--- src/rtl/hazard_ctrl_if.sv ---
// Bundle between the ID/EX pipeline and the hazard/stall controller.
// master = pipeline side (drives hazard inputs), slave = controller.
interface hazard_ctrl_if #(
    parameter int CNT_W = 16
);
    logic [4:0]       id_rs;
    logic [4:0]       id_rt;
    logic             id_uses_rt;
    logic             id_is_md;
    logic             id_reads_hilo;
    logic             ex_memread;
    logic [4:0]       ex_rd;
    logic             br_taken;
    logic             mem_wait;

    logic             pc_we;
    logic             ifid_we;
    logic             ifid_flush;
    logic             idex_bubble;
    logic             md_start;
    logic             md_busy;
    logic [CNT_W-1:0] stall_cnt;

    modport master (
        output id_rs, id_rt, id_uses_rt, id_is_md, id_reads_hilo,
               ex_memread, ex_rd, br_taken, mem_wait,
        input  pc_we, ifid_we, ifid_flush, idex_bubble, md_start,
               md_busy, stall_cnt
    );

    modport slave (
        input  id_rs, id_rt, id_uses_rt, id_is_md, id_reads_hilo,
               ex_memread, ex_rd, br_taken, mem_wait,
        output pc_we, ifid_we, ifid_flush, idex_bubble, md_start,
               md_busy, stall_cnt
    );
endinterface

--- src/rtl/hazard_ctrl.sv ---
// Load-use / mul-div hazard detection and PC, IF/ID, ID/EX pipeline control
// for the 5-stage MIPS core, with a saturating stall-cycle counter.
module hazard_ctrl #(
    parameter int MD_LAT = 32,
    parameter int CNT_W  = 16
) (
    input  logic          clk,
    input  logic          rst_n,
    hazard_ctrl_if.slave  bus
);
    typedef enum logic {RUN, MD_BUSY} state_t;

    localparam logic [5:0] MD_LOAD = 6'(MD_LAT - 1);

    state_t           r_state;
    state_t           w_state_nxt;
    logic [5:0]       r_md_cnt;
    logic [5:0]       w_md_cnt_nxt;
    logic [CNT_W-1:0] r_stall_cnt;

    logic w_lu;
    logic w_mdh;
    logic w_stall;
    logic w_md_start;
    logic w_pc_we;
    logic w_ifid_we;
    logic w_ifid_flush;
    logic w_idex_bubble;

    // Register 0 is hardwired, so a load targeting it can never feed ID.
    assign w_lu = bus.ex_memread && (bus.ex_rd != 5'd0) &&
                  ((bus.ex_rd == bus.id_rs) ||
                   (bus.id_uses_rt && (bus.ex_rd == bus.id_rt)));
    assign w_mdh      = (r_state == MD_BUSY) && (bus.id_is_md || bus.id_reads_hilo);
    assign w_stall    = w_lu || w_mdh;
    assign w_md_start = rst_n && bus.id_is_md && !w_stall && !bus.mem_wait;

    always_comb begin
        // NOTE: every comb output gets a default first so no path leaves it unassigned (no latch).
        w_state_nxt  = r_state;
        w_md_cnt_nxt = r_md_cnt;
        case (r_state)
            RUN: begin
                if (w_md_start) begin
                    w_state_nxt  = MD_BUSY;
                    w_md_cnt_nxt = MD_LOAD;
                end
            end
            MD_BUSY: begin
                // The unit keeps counting through mem_wait; it is not frozen with the pipe.
                if (r_md_cnt == 6'd0) begin
                    w_state_nxt = RUN;
                end else begin
                    w_md_cnt_nxt = r_md_cnt - 6'd1;
                end
            end
            default: w_state_nxt = RUN;
        endcase
    end

    always_comb begin
        w_pc_we       = 1'b1;
        w_ifid_we     = 1'b1;
        w_ifid_flush  = 1'b0;
        w_idex_bubble = 1'b0;
        if (!rst_n) begin
            w_pc_we       = 1'b0;
            w_ifid_we     = 1'b0;
            w_ifid_flush  = 1'b1;
            w_idex_bubble = 1'b1;
        end else if (bus.mem_wait) begin
            w_pc_we   = 1'b0;
            w_ifid_we = 1'b0;
        end else if (w_stall) begin
            // A taken branch is dropped here; it re-resolves once the stall clears.
            w_pc_we       = 1'b0;
            w_ifid_we     = 1'b0;
            w_idex_bubble = 1'b1;
        end else if (bus.br_taken) begin
            w_ifid_flush = 1'b1;
        end
    end

    always_ff @(posedge clk) begin
        // NOTE: sequential state uses non-blocking assignments so all registers update together.
        if (!rst_n) begin
            r_state  <= RUN;
            r_md_cnt <= 6'd0;
        end else begin
            r_state  <= w_state_nxt;
            r_md_cnt <= w_md_cnt_nxt;
        end
    end

    always_ff @(posedge clk) begin
        if (!rst_n) begin
            r_stall_cnt <= '0;
        end else if ((w_stall || bus.mem_wait) && (r_stall_cnt != '1)) begin
            r_stall_cnt <= r_stall_cnt + 1'b1;
        end
    end

    assign bus.pc_we       = w_pc_we;
    assign bus.ifid_we     = w_ifid_we;
    assign bus.ifid_flush  = w_ifid_flush;
    assign bus.idex_bubble = w_idex_bubble;
    assign bus.md_start    = w_md_start;
    assign bus.md_busy     = (r_state == MD_BUSY);
    assign bus.stall_cnt   = r_stall_cnt;
endmodule

--- src/flat_wrapper.sv ---
// flat-port wrapper written by rule: the top's interface ports become plain ports
module hazard_ctrl_flat 
#(
    parameter int MD_LAT = 32,
    parameter int CNT_W  = 16
)
  (clk, rst_n, bus_id_rs, bus_id_rt, bus_id_uses_rt, bus_id_is_md, bus_id_reads_hilo, bus_ex_memread, bus_ex_rd, bus_br_taken, bus_mem_wait, bus_pc_we, bus_ifid_we, bus_ifid_flush, bus_idex_bubble, bus_md_start, bus_md_busy, bus_stall_cnt);
  hazard_ctrl_if #(.CNT_W(CNT_W)) bus_i ();
  input  logic clk;
  input  logic rst_n;
  input wire logic [$bits(bus_i.id_rs)-1:0] bus_id_rs;
  input wire logic [$bits(bus_i.id_rt)-1:0] bus_id_rt;
  input wire logic [$bits(bus_i.id_uses_rt)-1:0] bus_id_uses_rt;
  input wire logic [$bits(bus_i.id_is_md)-1:0] bus_id_is_md;
  input wire logic [$bits(bus_i.id_reads_hilo)-1:0] bus_id_reads_hilo;
  input wire logic [$bits(bus_i.ex_memread)-1:0] bus_ex_memread;
  input wire logic [$bits(bus_i.ex_rd)-1:0] bus_ex_rd;
  input wire logic [$bits(bus_i.br_taken)-1:0] bus_br_taken;
  input wire logic [$bits(bus_i.mem_wait)-1:0] bus_mem_wait;
  output wire logic [$bits(bus_i.pc_we)-1:0] bus_pc_we;
  output wire logic [$bits(bus_i.ifid_we)-1:0] bus_ifid_we;
  output wire logic [$bits(bus_i.ifid_flush)-1:0] bus_ifid_flush;
  output wire logic [$bits(bus_i.idex_bubble)-1:0] bus_idex_bubble;
  output wire logic [$bits(bus_i.md_start)-1:0] bus_md_start;
  output wire logic [$bits(bus_i.md_busy)-1:0] bus_md_busy;
  output wire logic [$bits(bus_i.stall_cnt)-1:0] bus_stall_cnt;
  assign bus_i.id_rs = bus_id_rs;
  assign bus_i.id_rt = bus_id_rt;
  assign bus_i.id_uses_rt = bus_id_uses_rt;
  assign bus_i.id_is_md = bus_id_is_md;
  assign bus_i.id_reads_hilo = bus_id_reads_hilo;
  assign bus_i.ex_memread = bus_ex_memread;
  assign bus_i.ex_rd = bus_ex_rd;
  assign bus_i.br_taken = bus_br_taken;
  assign bus_i.mem_wait = bus_mem_wait;
  assign bus_pc_we = bus_i.pc_we;
  assign bus_ifid_we = bus_i.ifid_we;
  assign bus_ifid_flush = bus_i.ifid_flush;
  assign bus_idex_bubble = bus_i.idex_bubble;
  assign bus_md_start = bus_i.md_start;
  assign bus_md_busy = bus_i.md_busy;
  assign bus_stall_cnt = bus_i.stall_cnt;
  hazard_ctrl #(.MD_LAT(MD_LAT), .CNT_W(CNT_W)) u_core (.clk(clk), .rst_n(rst_n), .bus(bus_i));
endmodule
--- config.mk ---
export PLATFORM = sky130hd
export DESIGN_NAME = hazard_ctrl_flat
export DESIGN_NICKNAME = d
export VERILOG_FILES = /design/src/rtl/hazard_ctrl_if.sv /design/src/rtl/hazard_ctrl.sv /design/src/flat_wrapper.sv
export SDC_FILE = /design/constraint.sdc
export NUM_CORES = 1
export LEC_CHECK = 0
export BUFFER_PORTS_ARGS = -buffer_cell sky130_fd_sc_hd__buf_2
export CAP_MARGIN = 20
export CELL_PAD_IN_SITES_DETAIL_PLACEMENT = 0
export CELL_PAD_IN_SITES_GLOBAL_PLACEMENT = 1
export CORE_MARGIN = 2
export CORE_UTILIZATION = 38
export DETAILED_ROUTE_END_ITERATION = 6
export GPL_ROUTABILITY_DRIVEN = 0
export MAX_ROUTING_LAYER = met4
export PLACE_DENSITY = 0.79
export SETUP_SLACK_MARGIN = 0.4
export SLEW_MARGIN = 15
export SYNTH_ARGS = -nofsm -noshare
export SYNTH_HDL_FRONTEND = slang
export SYNTH_SLANG_ARGS = --single-unit
--- constraint.sdc ---
create_clock -name clk -period 7.8 [get_ports clk]
set_clock_uncertainty 0.2 [all_clocks]
set_input_delay 1.56 -clock clk [delete_from_list [all_inputs] [get_ports clk]]
set_output_delay 1.56 -clock clk [all_outputs]
set_load 0.02 [all_outputs]
-- Yosys cells after proc, flatten, opt, wreduce, memory -nomap -nowiden
Cells that the tools add are included.
- register bits: 23
- bits in latches: 0
- bits in writable memories: 0
- bits in read-only memories: 0
- bits of input ports: 23
- memories: 0
- $add $sub $neg: 2
- $mul: 0
- divide/modulo/power cells: 0
- magnitude comparators: 0
- equality and inequality tests: 5
- shift-type cells: 0
- muxes and demuxes: 16
- bitwise logic cells: 1
- reductions and logical operators: 17
- operators with widths (cell ; number):
    16-bit by 1-bit adder with 16-bit output, second input constant ; 1
    16-bit inequality test, second input constant ; 1
    1-bit two-way mux ; 12
    6-bit two-way mux ; 2
    6-bit case mux with 2 select lines ; 1
    5-bit == test ; 2
    1-bit logical AND ; 8
    6-bit zero test ; 1
    6-bit by 1-bit subtractor with 6-bit output, second input constant ; 1
    5-bit nonzero test ; 1
    1-bit logical OR ; 4
    2-bit inequality test, second input constant ; 2
    1-bit zero test ; 2
    1-bit case mux with 2 select lines ; 1
    2-bit AND reduction ; 1
    1-bit inverter ; 1

-- Longest topological paths before layout
- depth in word-level cells: 10
- depth in mapped cells: 8
- mapped depth without buffers: 8

-- Worst setup path before layout
No wires, ideal clock.
- path kind: input-to-output
- from: input port bus_ex_rd[0]
- to: output port bus_pc_we
- arrival: 3.261 ns
- data required time: 6.040 ns
- setup slack: 2.779 ns
- stages: 7
- buffers on the path: 3
- cell sequence: or4_1 o21a_2 a211oi_4 buf_6 buf_6 and2_1 buf_4
- word-level cells in the longest chain between the ends: 8
- elaborated cells on any way between the ends: 11
- those cells by class: 2 x eq/ne; 3 x mux; 6 x reduce/logical
- ends and longest elaborated chain (element ; RTL line ; text):
    start, declared ; flat_wrapper.sv:17 ; input wire logic [$bits(bus_i.ex_rd)-1:0] bus_ex_rd;
    5-bit == test ; hazard_ctrl.sv:33 ; (bus.id_uses_rt && (bus.ex_rd == bus.id_rt)));
    1-bit logical AND ; hazard_ctrl.sv:33 ;
    1-bit logical OR ; hazard_ctrl.sv:32 ; ((bus.ex_rd == bus.id_rs) ||
    1-bit logical AND (*) ; hazard_ctrl.sv:31 ; assign w_lu = bus.ex_memread && (bus.ex_rd != 5'd0) &&
    1-bit logical OR (*) ; hazard_ctrl.sv:35 ; assign w_stall = w_lu || w_mdh;
    1-bit two-way mux (*) (3 in series) ; -- ;
    end, declared ; flat_wrapper.sv:20 ; output wire logic [$bits(bus_i.pc_we)-1:0] bus_pc_we;
Mark *: on every way between the ends. The rest lies on a longest branch, timed or not.

-- Worst setup path after layout
- from: input port bus_ex_rd[0]
- to: output port bus_ifid_we
- word-level cells in the longest chain between the ends: 8
- elaborated cells on any way between the ends: 11
- those cells by class: 2 x eq/ne; 3 x mux; 6 x reduce/logical
- ends and longest elaborated chain (element ; RTL line ; text):
    5-bit == test ; hazard_ctrl.sv:33 ;
    1-bit logical AND ; hazard_ctrl.sv:33 ;
    1-bit logical OR ; hazard_ctrl.sv:32 ;
    1-bit logical AND (*) ; hazard_ctrl.sv:31 ;
    1-bit logical OR (*) ; hazard_ctrl.sv:35 ;
    1-bit two-way mux (*) ; hazard_ctrl.sv:74 ; end else if (w_stall) begin
    1-bit two-way mux (*) ; hazard_ctrl.sv:71 ; end else if (bus.mem_wait) begin
    1-bit two-way mux (*) ; hazard_ctrl.sv:66 ; if (!rst_n) begin
    end, declared ; flat_wrapper.sv:21 ; output wire logic [$bits(bus_i.ifid_we)-1:0] bus_ifid_we;
Marked as above.

==> qor.yml <==
crit_family: "compound AO/OA/AOI/OAI gates"
start_kind: "input port"
diodes: 0
maxCapViolations: 0
rsz0062_at_grt: "no"
overflow: 0
slew_headroom_pct: 31.9
first_global_vias: 1213
synthFlopType: "dfxtp_1"
async_flop_share_pct: 0
htreeDepth: 1
antenna_found_initial: 0
final_cells: 251
crit_slowest_cell: "a211oi_4"
grt_pass1_wl_um: 5280
setup_viol: 0
crit-reg2reg-launch: "u_core.bus.stall_cnt[4]$_SDFFE_PN0P_"
period_minus_slack_ns: 5.52
ys_ff_latch: 23
syn_area_per_cell_um2: 8.22
cts_resized: 0
syn_nets: 191
dieArea_um2: 4090
powerDensity_nw_per_um2: 138
worstPathCellList: "buf_2 > or4_1 > o21a_2 > a211oi_4 > and2_1 > buf_2"
insertion_delay_ns: 0.31
area_growth_pct: 18.1
r2r_cells: 6
ios: 45
crit_path_frequent_cell: "buf_2"
cts_tree: "done"
p_leak_nw: 0.587
nNetsFinal: 231
drive_above_1_share_pct: 25.9
io_buffers: 44
dr.pass1.iters: 4
clkPwrFrac_pct: 25.2
grt_use_total_pct: 16.2
cts_max_path_buffers: 2
synthCells: 166
setup-tns-final_ns: 0
vias: 1355
synth_cell_types: 40
coreArea_um2: 3390
combPwrFrac_pct: 18.9
die_y_um: 63.9
rr_endpoint: "u_core.bus.stall_cnt[15]$_SDFFE_PN0P_"
ir_drop_v: 0.0000539
sw_frac_of_total_pct: 28.7
switching_power_mw: 0.0638
ys_seq_area_share_pct: 33.7
worstHoldPathCells: 2
clockRootBuffer: "clkbuf_4"
row_count: 21
hold_start: "u_core.bus.stall_cnt[7]$_SDFFE_PN0P_"
cp.arrival_ns: 3.76
floorplan.initialDensity_pct: 40.3
clk_pin_slew_ns: 0.13
clock.fmax_mhz: 181
worst-path-max-fanout: 31
finalCritPeriodShare_pct: 70.7
seq_power_share_pct: 55.9
drt_wl_total_um: 3090
slew_viol_final: 0
synth_warnings: 0
grt_max_degree: 32
p_int_mw: 0.159
synth_edf_count: 0
die_w_um: 63.9
dp.cells: 247
drc: 0
tightest_slew_ns: 1.02
place_hpwl_um: 2300
crit_buf_inv: 2
crit_required_ns: 6.04
min_to: "u_core.bus.stall_cnt[7]$_SDFFE_PN0P_"
critPathCaptureType: "primary output"
synth.cell_area_um2: 1370
wl_per_cell_um: 12.3
hold_buffers: 0
hp-class: "flip-flop to flip-flop"
clkSinkCount: 23
reg2reg_slack_ns: 5.35
crit_type: "input port to primary output"
status: "complete, no violations"
via_per_inst: 5.40
cts_made_buffers: 3
drt_iter0_drc: 67
post_cts_buffers: 0
hold_viol: 0
max_stage_delay_ns: 0.86
antenna_left: 0
cell usage in the layout (no fill, tap or decap), types with 3 or more instances in the layout:
cell type	Yosys	layout
nand4_1	6	6
o31ai_1	10	10
mux2i_1	3	3
o21ai_1	3	3
dfxtp_1	23	23
nand2b_1	3	3
nand2_1	19	19
a21oi_1	15	15
nand3_1	8	8
nor3_1	3	3
xnor2_1	10	10
buf_2	1	44
inv_1	5	5
or4_1	11	11
nor2_1	10	10
clkbuf_4	0	3
state kept, by name, indices dropped and copies added (netlist names):
register,flops
u_core.r_md_cnt,6
u_core.bus.md_busy,1
u_core.bus.stall_cnt,16
cells in the mapped netlist, types with 5 or more instances:
| cell | number | area [µm²] |
|---|---|---|
| xnor2_1 | 10 | 87.6 |
| nand4_1 | 6 | 37.5 |
| or4_1 | 11 | 82.6 |
| nand2_1 | 19 | 71.3 |
| inv_1 | 5 | 18.8 |
| dfxtp_1 | 23 | 460 |
| o31ai_1 | 10 | 75.1 |
| nor2_1 | 10 | 37.5 |
| nand3_1 | 8 | 40.0 |
| a21oi_1 | 15 | 75.1 |
metrics by stage:
step                      setup slack [ns]  hold WS [ns]  total power, mW  utilization [%]  cell area (µm²)
after floorplan                       2.78         0.260            0.157                -             1370
after detailed placement              2.26         0.295            0.169             46.8             1590
final                                 2.28         0.310            0.222             47.5             1610
after global routing                  2.11         0.344            0.237             47.5             1610
after global placement                2.33         0.275            0.168             46.8             1590
after CTS                             2.26         0.314            0.226             47.5             1610
logic make-up after synthesis:
logic type,Yosys count,share of synthesized area [%]
AO/OA/AOI/OAI,40,20.8
XOR/XNOR,10,6.42
adder cells (fa/ha/maj),2,1.83
buffers and inverters,15,5.86
flip-flops,23,33.7
multiplexers,3,2.20
AND/OR/NAND/NOR,73,29.1
how the worst max path moves through the flow:
stage	from	to	slack (ns)	depth (start not counted)
after floorplan	bus_ex_rd[0]	bus_pc_we	2.78	7
after global placement	bus_ex_rd[0]	bus_ifid_we	2.33	6
after detailed placement	bus_ex_rd[0]	bus_ifid_we	2.26	6
after CTS	bus_ex_rd[0]	bus_ifid_we	2.26	6
after global routing	bus_ex_rd[0]	bus_ifid_we	2.11	6
final	bus_ex_rd[0]	bus_ifid_we	2.28	6
worst reg2reg max path: stages, from the launching register on:
cell and delay (ns):
dfxtp_1 0.45, nand4_1 0.19, nor2_1 0.24, nand2_1 0.19
nor3_2 0.77, nor4_1 0.15, mux2i_1 0.16
power groups by stage:
stage	clock network (mW)	registers (mW)	logic, mW
after floorplan	0	0.128	0.0290
after global placement	0	0.127	0.0410
after detailed placement	0	0.127	0.0425
after CTS	0.0588	0.124	0.0426
after global routing	0.0651	0.125	0.0469
final	0.0560	0.124	0.0421
metal layers:
metal  global-route usage (%)  vias up  wire length [µm]
li1                         -      691                 -
met1                     20.5      615              1470
met2                     26.4       47              1410
met3                     2.11        2               175
met4                     5.71        0                27
met5                        -        -                 0
area by class of cell:
class | count | area [µm²]
Timing Repair Buffer | 44 | 220
Clock buffer | 4 | 26.3
Tap cell | 46 | 57.6
Inverter | 6 | 22.5
Multi-Input combinational cell | 128 | 825
Sequential cell | 23 | 460
Fill cell | 345 | 1780
(Power assumes the default switching activity.)
